**src/rtl/mem_arb_pkg.sv**
```systemverilog
// Shared types for the instruction/data memory port arbiter.
package mem_arb_pkg;

  typedef enum logic [1:0] {
    IDLE = 2'd0,
    WAIT = 2'd1,
    RESP = 2'd2
  } state_e;

  localparam logic REQ_IF = 1'b0;
  localparam logic REQ_D  = 1'b1;

endpackage

```
**src/rtl/mem_port_arbiter_if.sv**
```systemverilog
// Requester and memory-macro signal bundle around the memory port arbiter.
interface mem_port_arbiter_if #(
  parameter int unsigned ADDR_W = 16,
  parameter int unsigned DATA_W = 16
);
  logic              if_req;
  logic [ADDR_W-1:0] if_addr;
  logic              if_gnt;
  logic              if_rvalid;
  logic [DATA_W-1:0] if_rdata;

  logic              d_req;
  logic              d_we;
  logic [ADDR_W-1:0] d_addr;
  logic [DATA_W-1:0] d_wdata;
  logic              d_gnt;
  logic              d_rvalid;
  logic [DATA_W-1:0] d_rdata;

  logic              mem_en;
  logic              mem_we;
  logic [ADDR_W-1:0] mem_addr;
  logic [DATA_W-1:0] mem_wdata;
  logic [DATA_W-1:0] mem_rdata;

  // Arbiter view
  modport slave (
    input  if_req, if_addr, d_req, d_we, d_addr, d_wdata, mem_rdata,
    output if_gnt, if_rvalid, if_rdata, d_gnt, d_rvalid, d_rdata,
           mem_en, mem_we, mem_addr, mem_wdata
  );

  // Requesters plus memory macro view
  modport master (
    output if_req, if_addr, d_req, d_we, d_addr, d_wdata, mem_rdata,
    input  if_gnt, if_rvalid, if_rdata, d_gnt, d_rvalid, d_rdata,
           mem_en, mem_we, mem_addr, mem_wdata
  );
endinterface

```
**src/rtl/mem_arb_rr2.sv**
```systemverilog
// Two-input round-robin picker: combinational pick, registered last winner.
module mem_arb_rr2
  import mem_arb_pkg::*;
(
  input  logic clk,
  input  logic rst,
  input  logic req_if_i,
  input  logic req_d_i,
  input  logic upd_i,
  output logic pick_c_o,
  output logic any_c_o
);

  logic last_q, last_d;

  // On a tie the side that did not win last time goes first
  always_comb begin
    any_c_o = req_if_i | req_d_i;
    if (req_if_i && req_d_i) begin
      pick_c_o = ~last_q;
    end else begin
      pick_c_o = req_d_i ? REQ_D : REQ_IF;
    end
    last_d = upd_i ? pick_c_o : last_q;
  end

  always_ff @(posedge clk or posedge rst) begin
    if (rst) begin
      last_q <= REQ_D;
    end else begin
      last_q <= last_d;
    end
  end

endmodule

```
**src/rtl/mem_port_arbiter.sv**
```systemverilog
// Shares one memory port between fetch and load/store with a fixed-latency
// access sequence IDLE -> WAIT -> RESP.
module mem_port_arbiter
  import mem_arb_pkg::*;
#(
  parameter int unsigned ADDR_W  = 16,
  parameter int unsigned DATA_W  = 16,
  parameter int unsigned MEM_LAT = 2
) (
  input  logic              clk,
  input  logic              rst,
  mem_port_arbiter_if.slave bus
);

  localparam int unsigned     CNT_W   = $clog2(MEM_LAT + 1);
  localparam logic [CNT_W-1:0] LAT_CNT = CNT_W'(MEM_LAT);

  state_e            state_q, state_d;
  logic [CNT_W-1:0]  cnt_q, cnt_d;
  logic              win_q, win_d;
  logic              store_q, store_d;
  logic [DATA_W-1:0] if_rdata_q, if_rdata_d;
  logic [DATA_W-1:0] d_rdata_q, d_rdata_d;
  logic              pick;
  logic              any_req;
  logic              grant;

  mem_arb_rr2 u_rr2 (
    .clk      (clk),
    .rst      (rst),
    .req_if_i (bus.if_req),
    .req_d_i  (bus.d_req),
    .upd_i    (grant),
    .pick_c_o (pick),
    .any_c_o  (any_req)
  );

  // Next state and outputs; grant path is gated by rst so outputs drop at once
  always_comb begin
    state_d       = state_q;
    cnt_d         = cnt_q;
    win_d         = win_q;
    store_d       = store_q;
    if_rdata_d    = if_rdata_q;
    d_rdata_d     = d_rdata_q;
    grant         = 1'b0;
    bus.if_gnt    = 1'b0;
    bus.d_gnt     = 1'b0;
    bus.if_rvalid = 1'b0;
    bus.d_rvalid  = 1'b0;
    bus.mem_en    = 1'b0;
    bus.mem_we    = 1'b0;
    bus.mem_addr  = '0;
    bus.mem_wdata = '0;
    bus.if_rdata  = if_rdata_q;
    bus.d_rdata   = d_rdata_q;

    case (state_q)
      IDLE: begin
        if (any_req && !rst) begin
          grant      = 1'b1;
          bus.mem_en = 1'b1;
          win_d      = pick;
          cnt_d      = CNT_W'(1);
          state_d    = WAIT;
          if (pick == REQ_IF) begin
            bus.if_gnt   = 1'b1;
            bus.mem_addr = bus.if_addr;
            store_d      = 1'b0;
          end else begin
            bus.d_gnt     = 1'b1;
            bus.mem_we    = bus.d_we;
            bus.mem_addr  = bus.d_addr;
            bus.mem_wdata = bus.d_wdata;
            store_d       = bus.d_we;
          end
        end
      end
      WAIT: begin
        if (cnt_q == LAT_CNT) begin
          state_d = RESP;
          cnt_d   = '0;
          if (win_q == REQ_IF) begin
            if_rdata_d = bus.mem_rdata;
          end else if (!store_q) begin
            d_rdata_d = bus.mem_rdata;
          end
        end else begin
          cnt_d = cnt_q + CNT_W'(1);
        end
      end
      RESP: begin
        bus.if_rvalid = (win_q == REQ_IF);
        bus.d_rvalid  = (win_q == REQ_D);
        state_d       = IDLE;
      end
      default: state_d = IDLE;
    endcase
  end

  always_ff @(posedge clk or posedge rst) begin
    if (rst) begin
      state_q    <= IDLE;
      cnt_q      <= '0;
      win_q      <= REQ_IF;
      store_q    <= 1'b0;
      if_rdata_q <= '0;
      d_rdata_q  <= '0;
    end else begin
      state_q    <= state_d;
      cnt_q      <= cnt_d;
      win_q      <= win_d;
      store_q    <= store_d;
      if_rdata_q <= if_rdata_d;
      d_rdata_q  <= d_rdata_d;
    end
  end

endmodule

```
**src/flat_wrapper.sv**
```systemverilog
// flat-port wrapper written by rule: the top's interface ports become plain ports
module mem_port_arbiter_flat import mem_arb_pkg::*;
#(
  parameter int unsigned ADDR_W  = 16,
  parameter int unsigned DATA_W  = 16,
  parameter int unsigned MEM_LAT = 2
)
  (clk, rst, bus_if_req, bus_if_addr, bus_d_req, bus_d_we, bus_d_addr, bus_d_wdata, bus_mem_rdata, bus_if_gnt, bus_if_rvalid, bus_if_rdata, bus_d_gnt, bus_d_rvalid, bus_d_rdata, bus_mem_en, bus_mem_we, bus_mem_addr, bus_mem_wdata);
  mem_port_arbiter_if #(.ADDR_W(ADDR_W), .DATA_W(DATA_W)) bus_i ();
  input  logic clk;
  input  logic rst;
  input wire logic [$bits(bus_i.if_req)-1:0] bus_if_req;
  input wire logic [$bits(bus_i.if_addr)-1:0] bus_if_addr;
  input wire logic [$bits(bus_i.d_req)-1:0] bus_d_req;
  input wire logic [$bits(bus_i.d_we)-1:0] bus_d_we;
  input wire logic [$bits(bus_i.d_addr)-1:0] bus_d_addr;
  input wire logic [$bits(bus_i.d_wdata)-1:0] bus_d_wdata;
  input wire logic [$bits(bus_i.mem_rdata)-1:0] bus_mem_rdata;
  output wire logic [$bits(bus_i.if_gnt)-1:0] bus_if_gnt;
  output wire logic [$bits(bus_i.if_rvalid)-1:0] bus_if_rvalid;
  output wire logic [$bits(bus_i.if_rdata)-1:0] bus_if_rdata;
  output wire logic [$bits(bus_i.d_gnt)-1:0] bus_d_gnt;
  output wire logic [$bits(bus_i.d_rvalid)-1:0] bus_d_rvalid;
  output wire logic [$bits(bus_i.d_rdata)-1:0] bus_d_rdata;
  output wire logic [$bits(bus_i.mem_en)-1:0] bus_mem_en;
  output wire logic [$bits(bus_i.mem_we)-1:0] bus_mem_we;
  output wire logic [$bits(bus_i.mem_addr)-1:0] bus_mem_addr;
  output wire logic [$bits(bus_i.mem_wdata)-1:0] bus_mem_wdata;
  assign bus_i.if_req = bus_if_req;
  assign bus_i.if_addr = bus_if_addr;
  assign bus_i.d_req = bus_d_req;
  assign bus_i.d_we = bus_d_we;
  assign bus_i.d_addr = bus_d_addr;
  assign bus_i.d_wdata = bus_d_wdata;
  assign bus_i.mem_rdata = bus_mem_rdata;
  assign bus_if_gnt = bus_i.if_gnt;
  assign bus_if_rvalid = bus_i.if_rvalid;
  assign bus_if_rdata = bus_i.if_rdata;
  assign bus_d_gnt = bus_i.d_gnt;
  assign bus_d_rvalid = bus_i.d_rvalid;
  assign bus_d_rdata = bus_i.d_rdata;
  assign bus_mem_en = bus_i.mem_en;
  assign bus_mem_we = bus_i.mem_we;
  assign bus_mem_addr = bus_i.mem_addr;
  assign bus_mem_wdata = bus_i.mem_wdata;
  mem_port_arbiter #(.ADDR_W(ADDR_W), .DATA_W(DATA_W), .MEM_LAT(MEM_LAT)) u_core (.clk(clk), .rst(rst), .bus(bus_i));
endmodule
```
**config.mk**
```make
export PLATFORM = sky130hd
export DESIGN_NAME = mem_port_arbiter_flat
export DESIGN_NICKNAME = d
export VERILOG_FILES = /design/src/rtl/mem_arb_pkg.sv /design/src/rtl/mem_port_arbiter_if.sv /design/src/rtl/mem_arb_rr2.sv /design/src/rtl/mem_port_arbiter.sv /design/src/flat_wrapper.sv
export SDC_FILE = /design/constraint.sdc
export NUM_CORES = 1
export LEC_CHECK = 0
export ABC_AREA = 1
export CORE_ASPECT_RATIO = 1.1
export CORE_MARGIN = 3
export CORE_UTILIZATION = 36
export CTS_CLUSTER_DIAMETER = 30
export DETAILED_ROUTE_END_ITERATION = 10
export GPL_TIMING_DRIVEN = 0
export PLACE_DENSITY = 0.8
export SKIP_LAST_GASP = 1
export SLEW_MARGIN = 10
export SYNTH_ARGS = -nofsm -noshare
export SYNTH_HDL_FRONTEND = slang
export SYNTH_SLANG_ARGS = --single-unit
```
**constraint.sdc**
```tcl
create_clock -name clk -period 1.8 [get_ports clk]
set_clock_uncertainty 0.05 [all_clocks]
set_input_delay 0.36 -clock clk [delete_from_list [all_inputs] [get_ports clk]]
set_output_delay 0.36 -clock clk [all_outputs]
set_load 0.05 [all_outputs]
```
==> results <==
state kept, by name, indices dropped and copies added, names as in the netlist:
signal               flops
u_core.store_q           1
u_core.bus.if_rdata     16
u_core.u_rr2.last_q      1
u_core.win_q             1
u_core.bus.d_rdata      16
u_core.cnt_q             2
u_core.state_q           2
layer usage:
metal	vias to the layer above	GRT usage	wire [um]
met1	1141	0.2483	2794
met5	-	0	0
li1	1208	-	-
met3	8	0.07143	686
met2	125	0.3892	3697
met4	0	0.05313	65
area by class of cell:
cell class | instances | area [um2] | share of cell area
Timing Repair Buffer | 156 | 1658 | 0.3927
Multi-Input combinational cell | 198 | 1135 | 0.2688
Sequential cell | 39 | 979.7 | 0.2321
Buffer | 12 | 130.1 | 0.03082
Inverter | 25 | 107.6 | 0.02549
Tap cell | 75 | 93.84 | 0.02223
Clock buffer | 6 | 82.58 | 0.01956
Clock inverter | 2 | 35.03 | 0.008299
kinds of logic (layout without fill, tap and decap cells):
logic type,after synthesis,in the layout
buffers and inverters,38,201
AND/OR/NAND/NOR,195,196
AO/OA/AOI/OAI,2,2
flip-flops,39,39
worst register-to-register path: cells and delay by family (launching register included):
kind,cells,cell delay (ns)
AND/OR/NAND/NOR,5,0.53
buffers and inverters,3,0.43
flip-flops,1,0.45
cell usage after synthesis:
| library cell | number | area, um2 |
|---|---|---|
| nand2_1 | 97 | 364.1 |
| nand3_1 | 51 | 255.2 |
| dfrtp_1 | 38 | 950.9 |
| inv_1 | 23 | 86.33 |
| nand4_1 | 16 | 100.1 |
| nor2_1 | 14 | 52.55 |
| nor2_2 | 9 | 56.30 |
| buf_2 | 5 | 25.02 |
| buf_6 | 5 | 56.30 |
| nand2_4 | 4 | 45.04 |
| buf_4 | 2 | 15.01 |
| inv_2 | 2 | 7.510 |
| nor3_1 | 2 | 10.01 |
| o21ai_0 | 2 | 10.01 |
| clkbuf_1 | 1 | 3.750 |
| dfstp_2 | 1 | 26.28 |
| nor2_8 | 1 | 20.02 |
| nor3_4 | 1 | 16.27 |
how the worst min path moves through the flow:
stage / slack (ns) / to / cells after the start / start
2_1_floorplan: 0.39 / u_core.u_rr2.last_q / 2 / u_core.u_rr2.last_q
3_3_place_gp: 0.40 / u_core.u_rr2.last_q / 2 / u_core.u_rr2.last_q
3_5_place_dp: 0.41 / u_core.bus.if_rdata[0] / 2 / u_core.bus.if_rdata[0]
4_1_cts: 0.42 / u_core.bus.if_rdata[9] / 2 / u_core.bus.if_rdata[9]
5_1_grt: 0.45 / u_core.bus.if_rdata[9] / 2 / u_core.bus.if_rdata[9]
6_report: 0.42 / u_core.bus.if_rdata[9] / 2 / u_core.bus.if_rdata[9]
power groups by stage:
stage	Sequential [mW]	Combinational, mW	Clock (mW)
3_3_place_gp	1.60	4.08	0
2_1_floorplan	2.88	1.45	0
6_report	1.58	4.44	0.739
5_1_grt	1.64	4.72	0.805
3_5_place_dp	1.62	4.13	0
4_1_cts	1.58	4.22	0.755
timing repair:
item	CTS	global route
resized for setup	337	32
hold buffers	0	0
setup buffers	11	6
pin swaps	7	6
cloned	2	0
setup endpoints to repair	70	38
==> out/qor.csv <==
metric,value,unit
status,"finished, violations left",
violations,setup timing,
end_kind,output port,
syn2layout_area_growth,101.0,%
crit_start,u_core.state_q[0],
period_needed,1.998,ns
path_cells,nor3_4 > buf_12 > nand2_8 > buf_4 > nor2_4 > buf_6,
fin_util,0.7675,
power_switching,3.547,mW
htreeDepth,2,
antenna_found_initial,0,
die_y,86.12,um
power,6.754,mW
r2r_setup_slack,0.24,ns
setup_ws,-0.1984,ns
cp_max_fo,7,
io_pins,139,
r2r_end,u_core.bus.d_rdata[5],
cp-start-kind,register,
crit_path_end,bus_mem_wdata[1],
die_area,6789,um2
synthSimpleGateAreaFrac,0.4378,
vias_per_cell,4.838,
root_buffer,clkbuf_8,
min_period_over_period,1.110,
clkTransAtPathRegs,0.07,ns
core-area,5500,um2
crit_slowest_cell,dfrtp_2,
timing.max_cap.violations,0,
arrival,1.59,ns
synthCells,274,
nFillCells,394,
die_x,78.84,um
synth_area_per_cell,7.667,um2
cpPeakStageDelay,0.44,ns
hold_viol_final,0,
critPathRequiredTime,1.39,ns
final_antenna_net_count,0,
start_util,0.3819,
synth_cell_types,18,
drive_above_1_share,0.2877,
crit_buf_inv,3,
grt_setup_unrepaired,true,
cts_tree,yes,
cp.depth,6,
slew_viol_final,0,
synthAdderAreaFrac,0,
synthXorXnorAreaFrac,0,
final_cell_mix,"nand2_1, clkdlybuf4s50_1, nand3_1",
clock.fmax,0.5004,GHz
diodes,0,
stdcell_count,513,
final_nets,506,
p_sw_frac,0.5252,
grt_pass1_vias,2555,
leakagePower,2.085,nW
power.internal,3.207,mW
max_slew_margin,0.4759,
ys.warnings.count,0,
grt_pass1_wl,11840,um
pre_cts_ws,-1.332,ns
numCtsBuffers,5,
synthMuxAreaShare,0,
drt_wl_total,7243,um
criticalPathCategory,register to output port,
drc,0,
syn_area,2101,um2
ir_drop,0.8184,mV
dpl.hpwl,5228,um
synth_seq_area_share,0.4652,
worstMarginPinSlew,0.7851,ns
hold_path.class,register to register,
fin_tns_setup,-5.885,ns
p_comb_frac,0.657,
first_pass_iters,5,
r2r-start,u_core.state_q[1],
cts.sinks,39,
portBuffers,138,
synth_top_family_by_area,simple AND/OR/NAND/NOR gates,
gp_congestion,0.7850,
ys_ff_latch,39,
wl_per_cell,14.12,um
final_cell_area,4222,um2
grt_overflow,0,
drt_iter0_markers,83,
num_vias,2482,
dpl_cell_area,3652,um2
grt.total_usage,0.2167,
worst_path_dominant_cell_family,buffers and inverters,
setup_violations,36,
power.share.sequential,0.233,
synth-compound-area-share,0.004765,
fin_worst_hold_slack,0.4169,ns
syn_nets,343,
clockPowerShare,0.109,
clk_path_buf_depth,2,
grt_max_degree,40,
powerDensity,1600,nW/um2
worstSkewPairLatency,0.28,ns
row_count,28,
final_common_cell,nand2_1,
ff2ff_path_depth,8,
place_inst,487,
Note: power is estimated with default switching activity, not from simulation.
